==> src/rtl/ode_ram_pkg.sv <==
// rtl/ode_ram_pkg.sv - shared RAM geometry and loader state encoding for the solver RAM
package ode_ram_pkg;

  localparam int RAM_N = 16;    // data word width
  localparam int RAM_M = 6000;  // RAM depth in words
  localparam int RAM_K = 13;    // RAM address width

  typedef enum logic [2:0] {
    ST_ADDR,
    ST_LEN,
    ST_DATA,
    ST_CSUM,
    ST_DONE
  } load_state_t;

endpackage

==> src/rtl/ram_loader_ctrl.sv <==
// rtl/ram_loader_ctrl.sv - frame state machine and stream handshake for ram_loader (CSUM state under RAM_LOADER_CHECKSUM_EN)
module ram_loader_ctrl
  import ode_ram_pkg::*;
(
  input  logic        clk,
  input  logic        rst_n,
  input  logic        valid,
  input  logic        len_zero,
  input  logic        last_word,
  output logic        ready,
  output logic        accept,
  output load_state_t state,
  output logic        busy,
  output logic        done
);

  // After the payload the frame closes either through the checksum word or directly.
`ifdef RAM_LOADER_CHECKSUM_EN
  localparam load_state_t CLOSE_STATE   = ST_CSUM;
  localparam logic        CLOSE_IS_DONE = 1'b0;
`else
  localparam load_state_t CLOSE_STATE   = ST_DONE;
  localparam logic        CLOSE_IS_DONE = 1'b1;
`endif

  // Ready in every state except the single DONE cycle, and never while held in reset.
  always_comb begin
    ready  = rst_n && (state != ST_DONE);
    accept = valid && ready;
  end

  // Frame sequencing; busy and done are registered together with the state.
  always_ff @(posedge clk or negedge rst_n) begin
    if (!rst_n) begin
      state <= ST_ADDR;
      busy  <= 1'b0;
      done  <= 1'b0;
    end else begin
      done <= 1'b0;
      case (state)
        ST_ADDR: begin
          if (accept) begin
            state <= ST_LEN;
            busy  <= 1'b1;
          end
        end
        ST_LEN: begin
          if (accept) begin
            if (len_zero) begin
              state <= CLOSE_STATE;
              if (CLOSE_IS_DONE) begin
                busy <= 1'b0;
                done <= 1'b1;
              end
            end else begin
              state <= ST_DATA;
            end
          end
        end
        ST_DATA: begin
          if (accept && last_word) begin
            state <= CLOSE_STATE;
            if (CLOSE_IS_DONE) begin
              busy <= 1'b0;
              done <= 1'b1;
            end
          end
        end
        ST_CSUM: begin
          if (accept) begin
            state <= ST_DONE;
            busy  <= 1'b0;
            done  <= 1'b1;
          end
        end
        ST_DONE: begin
          state <= ST_ADDR;
        end
        default: begin
          state <= ST_ADDR;
        end
      endcase
    end
  end

endmodule

==> src/rtl/ram_loader.sv <==
// rtl/ram_loader.sv - framed stream to RAM write-port loader (checksum word and csumErr under RAM_LOADER_CHECKSUM_EN)
module ram_loader
  import ode_ram_pkg::*;
#(
  parameter int N = RAM_N,
  parameter int M = RAM_M,
  parameter int K = RAM_K
) (
  input  logic         Clk,
  input  logic         Rst,
  input  logic [N-1:0] inData,
  input  logic         inValid,
  output logic         inReady,
  output logic         WE,
  output logic [K-1:0] addressWritePort,
  output logic [N-1:0] writePortData,
  output logic         busy,
  output logic         done,
  output logic         rangeErr
`ifdef RAM_LOADER_CHECKSUM_EN
  ,
  output logic         csumErr
`endif
);

  // Depth compare is done one bit wider than the address so M is representable.
  localparam logic [K:0] DEPTH = (K + 1)'(M);

  load_state_t  state;
  logic         accept;
  logic [K-1:0] base;
  logic [K-1:0] ptr;
  logic [N-1:0] remaining;
  logic         in_range;
  logic         len_zero;
  logic         last_word;

  ram_loader_ctrl u_ctrl (
    .clk       (Clk),
    .rst_n     (Rst),
    .valid     (inValid),
    .len_zero  (len_zero),
    .last_word (last_word),
    .ready     (inReady),
    .accept    (accept),
    .state     (state),
    .busy      (busy),
    .done      (done)
  );

  // Range and length decodes consumed by the state machine and the write path.
  always_comb begin
    in_range  = {1'b0, ptr} < DEPTH;
    len_zero  = (inData == '0);
    last_word = (remaining == N'(1));
  end

  // Header capture, write pointer walk and registered RAM write port.
  always_ff @(posedge Clk or negedge Rst) begin
    if (!Rst) begin
      base             <= '0;
      ptr              <= '0;
      remaining        <= '0;
      WE               <= 1'b0;
      addressWritePort <= '0;
      writePortData    <= '0;
      rangeErr         <= 1'b0;
    end else begin
      WE <= 1'b0;
      if (accept) begin
        case (state)
          ST_ADDR: begin
            base     <= inData[K-1:0];
            rangeErr <= 1'b0;
          end
          ST_LEN: begin
            ptr       <= base;
            remaining <= inData;
          end
          ST_DATA: begin
            // Out-of-range words are swallowed so the stream stays framed.
            if (in_range) begin
              WE               <= 1'b1;
              addressWritePort <= ptr;
              writePortData    <= inData;
            end else begin
              rangeErr <= 1'b1;
            end
            // Saturate instead of wrapping so an overrun can never alias low addresses.
            if (ptr != '1) begin
              ptr <= ptr + K'(1);
            end
            remaining <= remaining - N'(1);
          end
          default: begin
          end
        endcase
      end
    end
  end

`ifdef RAM_LOADER_CHECKSUM_EN
  logic [N-1:0] sum;

  // Running mod-2^N payload sum, compared against the trailing checksum word.
  always_ff @(posedge Clk or negedge Rst) begin
    if (!Rst) begin
      sum     <= '0;
      csumErr <= 1'b0;
    end else if (accept) begin
      case (state)
        ST_ADDR: csumErr <= 1'b0;
        ST_LEN:  sum <= '0;
        ST_DATA: sum <= sum + inData;
        ST_CSUM: begin
          if (inData != sum) begin
            csumErr <= 1'b1;
          end
        end
        default: begin
        end
      endcase
    end
  end
`endif

endmodule

==> config.mk <==
export PLATFORM = sky130hd
export DESIGN_NAME = ram_loader
export DESIGN_NICKNAME = d
export VERILOG_FILES = /design/src/rtl/ode_ram_pkg.sv /design/src/rtl/ram_loader_ctrl.sv /design/src/rtl/ram_loader.sv
export SDC_FILE = /design/constraint.sdc
export NUM_CORES = 1
export LEC_CHECK = 0
export ABC_AREA = 1
export CORE_ASPECT_RATIO = 2
export CORE_MARGIN = 1.5
export CORE_UTILIZATION = 50
export CTS_CLUSTER_DIAMETER = 80
export DETAILED_ROUTE_END_ITERATION = 10
export PLACE_DENSITY = 0.76
export SKIP_CTS_REPAIR_TIMING = 1
export SLEW_MARGIN = 5
export SYNTH_ARGS = -nofsm -noshare
export SYNTH_HDL_FRONTEND = slang
export SYNTH_SLANG_ARGS = --single-unit
==> constraint.sdc <==
create_clock -name Clk -period 1.5 [get_ports Clk]
set_input_delay 0.45 -clock Clk [delete_from_list [all_inputs] [get_ports Clk]]
set_output_delay 0.45 -clock Clk [all_outputs]
set_load 0.01 [all_outputs]
## Word level (Yosys, flattened, before mapping)

Index checks and enable logic that the tools add are counted.

- $add $sub $neg: 2
- $lt $le $gt $ge: 1
- Equal/unequal tests: 13
- Muxes and demuxes: 25
- Reductions and logical operators: 15

Operators with widths:

| cell | count |
|---|---|
| one-hot mux 16 bit (2 select lines) | 1 |
| one-hot mux 13 bit (2 select lines) | 1 |
| equality test 16 x 1 -> 1 bit (second input constant) | 1 |
| zero test 16 bit | 1 |
| subtractor 16 x 1 -> 16 bit (second input constant) | 1 |
| two-way mux 3 bit | 5 |
| adder 13 x 1 -> 13 bit (second input constant) | 1 |
| < comparator 13 bit (second input constant) | 1 |
| two-way mux 1 bit | 13 |
| two-way mux 13 bit | 1 |
| != test 13 bit (second input constant) | 1 |
| one-hot mux 3 bit (4 select lines) | 1 |
| AND reduction 3 bit | 3 |
| != test 2 x 1 -> 1 bit (second input constant) | 4 |
| equality test 3 x 2 -> 1 bit (second input constant) | 2 |
| != test 2 bit (second input constant) | 3 |
| AND reduction 6 bit | 1 |
| one-hot mux 1 bit (4 select lines) | 1 |
| AND reduction 2 bit | 2 |
| AND reduction 4 bit | 1 |
| nonzero test 2 bit | 2 |
| nonzero test 4 bit | 1 |
| equality test 3 x 1 -> 1 bit (second input constant) | 1 |
| logical AND 1 bit | 3 |
| 4 further kinds | 4 |

- Bits in registers: 78
- Bits of input ports: 19

## Logic depth before layout (Yosys ltp)

- Depth in word-level cells: 6
- Mapped depth: 9
- Gate-level depth less buffers: 9

## Hierarchy

From an unflattened synthesis, not the netlist that was laid out.

- Cell total of the unflattened synthesis: 531
- Area, all modules: 4,035.1 µm²

Modules (own cells, without submodules):

| module | times used | cells an instance | area an instance (µm²) |
|---|---|---|---|
| ram_loader | 1 | 501 | 3,777.4 |
| ram_loader_ctrl | 1 | 30 | 257.7 |

## Worst setup path after synthesis

OpenSTA, ideal clock, no wires.

- Kind: reg2reg
- Start: register ptr[1]
- End: register ptr[11]
- Arrival: 1,310 ps
- Data required time: 1,383 ps
- Path slack: 73 ps
- Cell stages (with the launch flop): 10
- Path buffers: 1
- Period minus slack after synthesis: 1,427 ps
- Path through: dfrtp_1 -> ha_1 -> nand3_1 -> inv_1 -> nand3_1 -> nor2_2 -> nor2_8 -> buf_12 -> nand3_2 -> nand2_1

- Word-level cells in the longest chain between the ends: 3

Ends and longest elaborated chain:

| what | line | text |
|---|---|---|
| from (decl) | ram_loader.sv:32 | `logic [K-1:0] ptr;` |
| from (signal assigned) | ram_loader.sv:77 | `ptr <= base;` |
| from (signal assigned) | ram_loader.sv:91 | `ptr <= ptr + K'(1);` |
| adder 13 x 1 -> 13 bit / != test 13 bit (equally long branches) | ram_loader.sv:91, ram_loader.sv:90 |  |
| two-way mux 13 bit / != test 2 bit (equally long branches) | -- |  |
| one-hot mux 13 bit (2 select lines) / AND reduction 3 bit (equally long branches) | -- |  |

Parallel ways exist; a longest one is shown, timed or not. The select of a mux whose other input is x is not followed.
A chain may end at the register's enable or synchronous reset.

## Worst setup path after layout

- Start: register u_ctrl.state[1]
- End: output port inReady

- Word-level cells in the longest chain between the ends: 2

Ends and longest elaborated chain:

| what | line | text |
|---|---|---|
| from (decl) | ram_loader_ctrl.sv:12 | `output load_state_t state,` |
| from (signal assigned) | ram_loader_ctrl.sv:35 | `state <= ST_ADDR;` |
| from (signal assigned) | ram_loader_ctrl.sv:43 | `state <= ST_LEN;` |
| from (signal assigned) | ram_loader_ctrl.sv:50 | `state <= CLOSE_STATE;` |
| != test 3 bit | ram_loader_ctrl.sv:28 | `ready = rst_n && (state != ST_DONE);` |
| logical AND 1 bit | ram_loader_ctrl.sv:28 |  |
| to (decl) | ram_loader.sv:13 | `output logic inReady,` |

Every way passes these cells.

==> metrics.md <==
| Metric | Value |
|---|---|
| Status | `finished with violations` |
| Failing checks | `setup timing` |
| Power Density | `1930 nW/um2` |
| CTS buffer count | `9` |
| Area growth syn-to-layout | `55.4%` |
| Routability cong. | `0.898` |
| Ys async rst share | `1.00` |
| Cells after Synth | `559` |
| Xor/xnor share of the synthesized area | `0.00208` |
| Clk pwr share | `0.180` |
| Synth unique cells | `29` |
| Die area | `9020 um2` |
| Adder-Cell Fraction of Synth Area | `0.00891` |
| Via Count | `4,665` |
| Final hold vios | `0` |
| Root Buffer | `clkbuf_16` |
| Core ar. | `8230 um2` |
| R2R cell count | `9` |
| CP startpoint kind | `flip-flop` |
| Critical path capture point type | `output port` |
| Net count, final | `712` |
| Syn Nets | `581` |
| Total wire length | `16,200 um` |
| Final setup fails | `54` |
| Yosys warnings | `0` |
| Critical path class | `flip-flop to output port` |
| Max VDD drop | `1.35 mV` |
| H-Tree Depth | `3` |
| # diodes | `0` |
| I/O Buffers | `52` |
| Starting DRT DRC Count | `471` |
| Setup Skew | `5.71 ps` |
| HPWL after detailed placement | `9360 um` |
| Sequential power share | `0.315` |
| Crit path DAT | `1190 ps` |
| Logic pwr share | `0.505` |
| Latest clock arrival within the worst-skew pair | `350 ps` |
| Largest family of logic cells by synthesized area | `simple AND/OR/NAND/NOR gates` |
| Max Clk Rate | `610 MHz` |
| #FFs+latches synth | `78` |
| EDFF count, synth | `0` |
| P_int | `0.00729 W` |
| Post-synth top flop | `dfrtp_1` |
| Dpl cells | `758` |
| DRC viols | `0` |
| R2R setup slack | `-140 ps` |
| Tmin final | `1640 ps` |
| Final Power | `0.0126 W` |
| FP Rows | `47` |
| Mux cell area share after synthesis | `0.00802` |
| Final Cycle Share | `1.09` |
| First-pass GRT wire length | `20,300 um` |
| DR WL/cell | `20.4 um` |
| LEAKAGE | `3.53 nW` |
| GRT Overall Usage | `0.304` |
| Clock transition at the registers of the reported paths | `60 ps` |
| Fin cells | `793` |
| Reg-to-reg startpoint | `u_ctrl.state[1]` |
| Slew @ Worst Pin | `984 ps` |
| Fin worst setup slack | `-138 ps` |
| DRT antenna net count | `0` |
| HP Class | `primary input to async pin` |
| Synthesized area | `4210 um2` |
| Switch Pwr | `0.00535 W` |
| Critical Path Sink | `inReady` |
| RSZ-0062 raised after global routing | `yes` |
| Clk buf depth | `2` |
| Simple-gate area share of the yosys netlist | `0.378` |
| Vias per cell | `5.88` |
| Required @ worst endpoint | `1050 ps` |
| First drt pass iteration count | `5` |
| Sequential share of the synthesized area | `0.463` |
| Worst relative slew slack | `0.344` |
| CTS Sinks | `78` |
| Die width | `67.9 um` |
| CTS tree | `done` |
| Sw Share | `0.423` |
| Top fanout value on the critical path | `2` |
| Mapped Avg Cell Area | `7.54 um2` |
| Setup_tns | `-3580 ps` |
| Ratio of cells with drive above 1 in the final layout | `0.344` |
| Largest net degree at the start of global routing | `75` |
| Starting Density | `0.512` |
| MaxCap Viol Count | `0` |
| Complex-gate fraction of the synthesized area | `0.0704` |
| IO Count | `53` |
| Final-report max-slew violation count | `0` |
| Initial antenna violation count | `0` |
| FF-to-FF End | `writePortData[7]` |
| Total grt overflow | `0` |
| Die height | `133 um` |
| Critical path origin | `u_ctrl.state[1]` |
| Vias in the first global route | `4,336` |
[critical path: stages, from the launching register on]
cell,delay [ps]
dfrtp_1,400
nor2_2,180
a21boi_4,80
dlymetal6s2s_1,180
[layout by cell type (no fill, tap or decap), types with 2 or more instances in the layout]
master and count:
nand2_1 158, dfrtp_1 77, buf_4 58, nand3_1 47
dlymetal6s2s_1 38, nand2_2 36, nor2_1 34, inv_1 33
nand3_2 25, o21ai_0 24, nand2_4 20, clkbuf_16 17
buf_6 14, nor2_2 13, clkdlybuf4s50_1 13, o21ai_1 9
buf_12 8, or2_2 7, nand3b_1 6, inv_2 5
nand4_1 5, o21ai_2 5, nand3_4 4, inv_6 4
a21oi_1 4, inv_4 3, mux2_2 3, nor2_4 3
o21a_1 3, a21oi_2 3, o211ai_1 3, clkinvlp_4 3
ha_4 2
[power groups by stage]
stage	Combinational, W	Sequential (W)	Clock [W]
2_1_floorplan	0.00252	0.00386	0
3_3_place_gp	0.00482	0.00376	0
6_report	0.00639	0.00398	0.00227
5_1_grt	0.00687	0.00407	0.00238
3_5_place_dp	0.00497	0.00378	0
4_1_cts	0.00502	0.00375	0.00226
[Yosys cell counts, drive strengths merged, types with 6 or more instances]
master	number	area, um2
o21ai	38	198
nand4	6	43.8
dfrtp	78	1950
nor2	51	213
nand2	215	812
a21oi	7	35.0
buf	13	113
inv	42	158
clkbuf	6	22.5
or2	7	43.8
nand3b	6	45.0
nand3	76	435
[flip-flops by register name, indices dropped and copies added, names as in the netlist]
signal / cells
remaining: 16
writePortData: 16
addressWritePort: 13
base: 13
ptr: 13
u_ctrl.state: 3
WE: 1
rangeErr: 1
u_ctrl.busy: 1
u_ctrl.done: 1
[cell families after synthesis]
logic type / Yosys count
AND/OR/NAND/NOR: 361
flip-flops: 78
buffers and inverters: 61
AO/OA/AOI/OAI: 52
multiplexers: 3
adder cells (fa/ha/maj): 3
XOR/XNOR: 1
[through the flow]
step | instance area, um2 | hold WS, ps | worst slack (ps) | util
detailed placement | 5320 | 415 | -454 | 0.646
floorplan | 4210 | 154 | 72.9 | -
finish | 6550 | 60.8 | -138 | 0.795
global route | 6550 | 57.1 | -246 | 0.795
CTS | 5620 | 52.8 | -467 | 0.683
global placement | 5320 | 410 | -380 | 0.646
[area by class of cell]
class	count	area, um2
fill	481	1690
inverter	42	170
timing repair buffer	139	1560
clock inverter	7	78.8
sequential	78	1950
tap	98	123
multi-input combinational	420	2440
clock buffer	9	225
[per-layer routing]
metal | share of wire | GRT usage | up-vias
met1 | 0.32 | 0.286 | 2220
li1 | - | - | 2062
met5 | 0 | 0 | -
met2 | 0.54 | 0.541 | 281
met3 | 0.058 | 0.0697 | 102
met4 | 0.082 | 0.219 | 0
[how the worst min path moves through the flow]
stage	from	endpoint	slack, ps	cells past startpoint
finish	Rst	u_ctrl.state[1]	60	2
global placement	Rst	u_ctrl.state[0]	410	2
global route	Rst	u_ctrl.state[1]	60	2
CTS	Rst	u_ctrl.state[1]	50	2
detailed placement	Rst	u_ctrl.state[0]	420	2
floorplan	Rst	WE	150	0
Power figures use the tool's default switching activity.
